`src/rtl/inst_fetch_queue.sv`:
```
// Fetch stage: owns the PC, issues in-order instruction-memory requests under a credit
// limit, and queues returned words with their PC for decode. Redirects flush the queue.
module inst_fetch_queue #(
  parameter int          DEPTH    = 4,
  parameter logic [31:0] RESET_PC = 32'h0000_0000
) (
  input  logic        clk,
  input  logic        reset,
  output logic        imem_req_valid,
  input  logic        imem_req_ready,
  output logic [31:0] imem_req_addr,
  input  logic        imem_rsp_valid,
  input  logic [31:0] imem_rsp_data,
  input  logic        redirect_valid,
  input  logic [31:0] redirect_pc,
  output logic        if_valid,
  output logic [31:0] if_inst,
  output logic [31:0] if_pc,
  input  logic        if_ready
);

  localparam int AW = $clog2(DEPTH);
  localparam int CW = AW + 1;

  typedef enum logic {FETCH, FLUSH} state_t;

  state_t        state_q, state_d;
  logic [31:0]   pc_q, rsp_pc_q;
  logic [31:0]   inst_mem [DEPTH];
  logic [31:0]   pc_mem   [DEPTH];
  logic [AW-1:0] wr_ptr_q, rd_ptr_q;
  logic [CW-1:0] count_q, outst_q, stale_q;
  logic [CW-1:0] count_d, outst_d, stale_d;
  logic [31:0]   hold_inst_q, hold_pc_q;
  logic [31:0]   redirect_aligned;
  logic          credit, req_fire, rsp_stale, push, pop;

  assign redirect_aligned = redirect_pc & ~32'h3;
  assign imem_req_addr    = pc_q;
  assign if_valid         = (count_q != '0);
  assign if_inst          = if_valid ? inst_mem[rd_ptr_q] : hold_inst_q;
  assign if_pc            = if_valid ? pc_mem[rd_ptr_q]   : hold_pc_q;

  // Queued entries plus in-flight requests never exceed DEPTH, so a push always has room.
  assign credit = ({1'b0, count_q} + {1'b0, outst_q}) < (CW+1)'(DEPTH);

  // NOTE: every signal written here gets a default first so no path leaves it unassigned (no latch).
  always_comb begin
    state_d        = state_q;
    imem_req_valid = 1'b0;
    case (state_q)
      FETCH:   imem_req_valid = credit && !reset;
      FLUSH:   imem_req_valid = 1'b0;
      default: imem_req_valid = 1'b0;
    endcase

    req_fire  = imem_req_valid && imem_req_ready;
    rsp_stale = (stale_q != '0) || redirect_valid;
    push      = imem_rsp_valid && !rsp_stale;
    pop       = if_valid && if_ready;

    outst_d = outst_q + CW'(req_fire) - CW'(imem_rsp_valid);
    count_d = count_q + CW'(push) - CW'(pop);
    stale_d = stale_q - CW'(imem_rsp_valid && (stale_q != '0));

    if (redirect_valid) begin
      // Everything still in flight, including this cycle's request, belongs to the old path.
      stale_d = outst_d;
      count_d = '0;
      state_d = (outst_d != '0) ? FLUSH : FETCH;
    end else if ((state_q == FLUSH) && (stale_d == '0)) begin
      state_d = FETCH;
    end
  end

  // NOTE: sequential state uses non-blocking assignments so all registers update from pre-edge values.
  always_ff @(posedge clk) begin
    if (reset) begin
      state_q     <= FETCH;
      pc_q        <= RESET_PC;
      rsp_pc_q    <= RESET_PC;
      wr_ptr_q    <= '0;
      rd_ptr_q    <= '0;
      count_q     <= '0;
      outst_q     <= '0;
      stale_q     <= '0;
      hold_inst_q <= '0;
      hold_pc_q   <= '0;
    end else begin
      state_q <= state_d;
      count_q <= count_d;
      outst_q <= outst_d;
      stale_q <= stale_d;
      if (if_valid) begin
        hold_inst_q <= inst_mem[rd_ptr_q];
        hold_pc_q   <= pc_mem[rd_ptr_q];
      end
      if (redirect_valid) begin
        pc_q     <= redirect_aligned;
        rsp_pc_q <= redirect_aligned;
        wr_ptr_q <= '0;
        rd_ptr_q <= '0;
      end else begin
        if (req_fire) pc_q <= pc_q + 32'd4;
        if (push) begin
          wr_ptr_q <= wr_ptr_q + AW'(1);
          rsp_pc_q <= rsp_pc_q + 32'd4;
        end
        if (pop) rd_ptr_q <= rd_ptr_q + AW'(1);
      end
    end
  end

  // NOTE: the storage array is not reset; occupancy gates every read, so its contents never matter when empty.
  always_ff @(posedge clk) begin
    if (push && !reset) begin
      inst_mem[wr_ptr_q] <= imem_rsp_data;
      pc_mem[wr_ptr_q]   <= rsp_pc_q;
    end
  end

endmodule
```
`config.mk`:
```
export PLATFORM = sky130hd
export DESIGN_NAME = inst_fetch_queue
export DESIGN_NICKNAME = d
export VERILOG_FILES = /design/src/rtl/inst_fetch_queue.sv
export SDC_FILE = /design/constraint.sdc
export NUM_CORES = 1
export LEC_CHECK = 0
export BUFFER_PORTS_ARGS = -buffer_cell sky130_fd_sc_hd__buf_2
export CELL_PAD_IN_SITES_DETAIL_PLACEMENT = 2
export CELL_PAD_IN_SITES_GLOBAL_PLACEMENT = 2
export CORE_MARGIN = 5
export CORE_UTILIZATION = 44
export DETAILED_ROUTE_END_ITERATION = 12
export GPL_TIMING_DRIVEN = 0
export PLACE_DENSITY_LB_ADDON = 0.08
export SLEW_MARGIN = 10
export SYNTH_ARGS = -nofsm -noshare
export SYNTH_HDL_FRONTEND = slang
export SYNTH_SLANG_ARGS = --single-unit
```
`constraint.sdc`:
```
create_clock -name clk -period 5.4 [get_ports clk]
set_input_delay 1.08 -clock clk [delete_from_list [all_inputs] [get_ports clk]]
set_output_delay 1.08 -clock clk [all_outputs]
set_load 0.01 [all_outputs]
```
==> results.md <==
Synth:
- A synthesized cell averages 13.54 um^2.
- For this run, the register share of the synthesized area comes to 65.95%.
- After synthesis, the share of flip-flops with an asynchronous set or reset is 0%.
- Synthesis produced 1148 cells.
- The post-synthesis cell type count is 52.
- The cell area after synthesis is 15540 um^2.
- Yosys mapped a number of flops with a built-in enable equal to 248.
- The dominant register cell in the synthesized netlist is sky130_fd_sc_hd__edfxtp_1.
- The number of register bits inferred by synthesis is 388.
- The number of warning messages in the yosys log is 0.

Worst setup path:
- The biggest fanout along the worst timing path is 10.
- The highest cell delay on the worst timing path is 0.58 ns.
- Together, buffers and inverters on the worst path number 3.
- The arrival time at the worst endpoint is 2.98 ns.
- STA classifies the critical path endpoint as an output pin.
- By startpoint and endpoint, the worst setup path is classified as reg -> out.
- The master of the slowest instance on the critical path is sky130_fd_sc_hd__clkbuf_1.
- STA classifies the critical path startpoint as a register.
- In this design, the largest share of critical-path delay is due to buffers and inverters.
- The endpoint required time on the critical path is 4.32 ns.
- Walking the worst path, the cells encountered are nor3_1, clkbuf_1, clkbuf_1, nand2_1, nand2_1, buf_2.

Clock network:
- Buffers inserted to repair hold after CTS numbered 0.
- The number of H-tree levels is 2.
- Clock latency on the worst-skew pair, taken at its later pin, is 0.55 ns.
- In this run the clock root is driven by a sky130_fd_sc_hd__clkbuf_16.
- The clock drives 388 sinks.
- Counting the buffers created by CTS gives 42.
- The number of buffers inserted by post-CTS setup repair is 0.
- After clock tree synthesis, the clock-pin slew on the worst setup and hold paths is 0.06 ns.
- Counting along the longest clock path gives a buffer depth of 3.
- TritonCTS built the clock tree.
- Once the clock tree was built, the resizer swapped 0 gates to a different size.

Min path:
- The path type of the worst min-delay path is reg -> reg.

Routing:
- The length of the first detailed-routing pass in iterations is 4.
- After detailed routing, the number of remaining DRC violations is 0.
- The detailed router finished its first iteration with 490 violations.
- After detailed routing, the average wire length per cell comes to 25.57 um.
- The number of antenna-violating nets in the routed design is 0.
- The vias per cell is 5.454.
- Wires add up to 47330 um.
- The via count is 10100.

Placement:
- The number of port buffers is 162.
- The wire-length estimate of the detail-placed layout is 31220 um.
- Timing analysis after detailed placement gives a worst setup slack of 1.486 ns.
- At the end of routability-driven placement, the weighted congestion stood at 0.7832.

Timing:
- The share of the cycle needed by the critical path after routing is 75.24%.
- Summed over all failing endpoints, the final setup total negative slack is 0 ns.
- The count of pins over their slew limit was 0.
- The final worst setup slack is 1.337 ns.
- The transition at the pin with the smallest max-transition slack is 1.167 ns.
- The final hold violation count was 0.
- The worst clock skew is 0.01263 ns.
- The worst path in the final design needs a cycle of 4.063 ns, including I/O delays and setup.
- The final setup violation count is 0.
- Derived from the worst setup path, the maximum achievable clock frequency is 0.2461 GHz.
- In this run the tightest slew margin relative to its limit is 21.98%.
- Setup repair after global routing left no endpoint under its margin.

Floorplanning:
- The initial core utilization is 44.77%.
- The row count is 68.
- The die covers 39180 um^2.
- In this run the horizontal extent of the chip is 197.9 um.
- Pin placement for this block handled 168 I/O pins.
- The die span in y is 197.9 um.
- The standard cell core area is 34710 um^2.

GRT:
- The number of antenna violations at the first check in global routing is 1.
- The number of global-route vias before repair was 11650.
- In the global route stage, overall resource usage came out at 24.35%.
- The wire length of the first global-routing pass is 72800 um.
- Entering global routing, the biggest net connects 43 pins.
- The sum of overflow across all layers after global routing is 0.

Power:
- The standby leakage power is 6.976 nW.
- Power spread over the standard cell area amounts to 390.5 nW/um^2.
- The design draws 7.216 mW.
- VDD sags by at most 228.4 uV.

Layout:
- The fraction of final layout cells with drive strength greater than 1 is 22.90%.
- The layout filler cell count is 3299.
- The final net count is 1445.
- Relative to the synthesized area, the layout overhead comes to 18.89%.

Flow run:
- The max-capacitance violation count is 0.

Status:
- The run finished with clean final reports.
[layout by cell type, fill, tap and decap left out, drive strengths merged, types with 4 or more instances in the layout]
| master | Yosys | layout |
|---|---|---|
| edfxtp | 248 | 248 |
| nand2 | 213 | 213 |
| buf | 20 | 186 |
| dfxtp | 140 | 140 |
| clkbuf | 40 | 103 |
| nor2b | 66 | 66 |
| mux4 | 62 | 62 |
| inv | 44 | 44 |
| a21boi | 43 | 43 |
| a21oi | 36 | 36 |
| xor2 | 35 | 35 |
| nor2 | 31 | 31 |
| nand4 | 25 | 25 |
| nand3 | 23 | 23 |
| xnor2 | 19 | 19 |
| ha | 14 | 14 |
| and3 | 14 | 14 |
| nor3 | 12 | 12 |
| a211oi | 10 | 10 |
| clkinv | 0 | 10 |
| and2 | 8 | 8 |
| and4 | 5 | 5 |
| nor4 | 5 | 5 |
| o21a | 4 | 4 |
| nor4b | 4 | 4 |
[cells by family after synthesis]
family / synth area share, %
and+or+nand+nor: 13.23
DFF: 65.95
AOI/OAI and AO/OA: 4.645
buffers and inverters: 2.681
muxes: 9.048
xor gates and xnor gates: 3.043
adders and majority gates: 1.385
other: 0.02413
[area by class of cell]
| class | instances | area, um^2 | share of cell area, % |
|---|---|---|---|
| diodes | 3 | 7.507 | 0.04063 |
| plain buffers | 60 | 251.5 | 1.361 |
| clock buffers | 63 | 1264 | 6.839 |
| clock inverters | 15 | 151.4 | 0.8193 |
| inverters | 44 | 165.2 | 0.8938 |
| multi-input cells | 657 | 4900 | 26.51 |
| flip-flops and latches | 388 | 10250 | 55.47 |
| well taps | 455 | 569.3 | 3.081 |
| repair buffers | 166 | 920.9 | 4.983 |
[final timing paths]
path,startpoint,end,slack (ns),cells after the start
hold / removal,wr_ptr_q[0],wr_ptr_q[0],0.53,2
setup reg to reg,count_q[2],stale_q[2],2.09,11
hold reg to reg,wr_ptr_q[0],wr_ptr_q[0],0.53,2
setup / recovery,count_q[2],if_pc[29],1.34,6
[worst reg2reg max path, stage by stage, from the launching register on]
cell                       delay [ns]
sky130_fd_sc_hd__dfxtp_1         0.34
sky130_fd_sc_hd__ha_1            0.30
sky130_fd_sc_hd__or4_4           0.50
sky130_fd_sc_hd__nor3_1          0.37
sky130_fd_sc_hd__nand2_1         0.21
sky130_fd_sc_hd__ha_1            0.32
sky130_fd_sc_hd__inv_1           0.04
sky130_fd_sc_hd__ha_1            0.18
sky130_fd_sc_hd__fa_1            0.38
sky130_fd_sc_hd__xnor2_1         0.29
sky130_fd_sc_hd__and2_1          0.18
sky130_fd_sc_hd__a211oi_1        0.05
[report_power, final]
part / total, mW / switching [mW] / internal (mW)
sequential: 3.41 / 0.113 / 3.29
clock: 2.97 / 1.21 / 1.76
combinational: 0.841 / 0.524 / 0.317
total: 7.22 / 1.84 / 5.37
[state kept, by name, indices dropped and copies added, names as in the netlist, 3 cells and up, named ones only]
name,cells
count_q,3
hold_inst_q,32
hold_pc_q,32
imem_req_addr,30
inst_mem,128
outst_q,3
pc_mem,120
rsp_pc_q,30
stale_q,3
[cells in the mapped netlist, types with 25 or more instances]
cell                         n  area (um^2)
sky130_fd_sc_hd__a21oi_1    36        180.2
sky130_fd_sc_hd__mux4_2     62         1396
sky130_fd_sc_hd__inv_1      43        161.4
sky130_fd_sc_hd__nand4_1    25        156.4
sky130_fd_sc_hd__clkbuf_1   40        150.1
sky130_fd_sc_hd__xor2_1     35        306.5
sky130_fd_sc_hd__nand2_1   213        799.5
sky130_fd_sc_hd__dfxtp_1   140         2803
sky130_fd_sc_hd__nor2b_1    66        412.9
sky130_fd_sc_hd__a21boi_0   29        217.7
sky130_fd_sc_hd__edfxtp_1  248         7447
sky130_fd_sc_hd__nor2_1     30        112.6
[layer usage]
layer | global-route usage (%) | wire, um | up-vias
met2 | 42.83 | 24230 | 269
met4 | 7.218 | 1184 | 0
met5 | 0 | 0 | -
met3 | 3.556 | 1866 | 70
met1 | 31.47 | 20040 | 5201
li1 | - | - | 4556
[stage by stage]
stage,cells,area (um^2),hold slack [ns],util [%]
finish,1851,18480,0.5329,53.23
global route,1849,18470,0.5562,53.22
CTS,1848,18470,0.5300,53.21
detailed placement,1770,17060,0.5169,49.13
global placement,1766,16930,0.4819,48.76
floorplan,1149,15550,0.4601,-
Power figures use the tool's default switching activity.
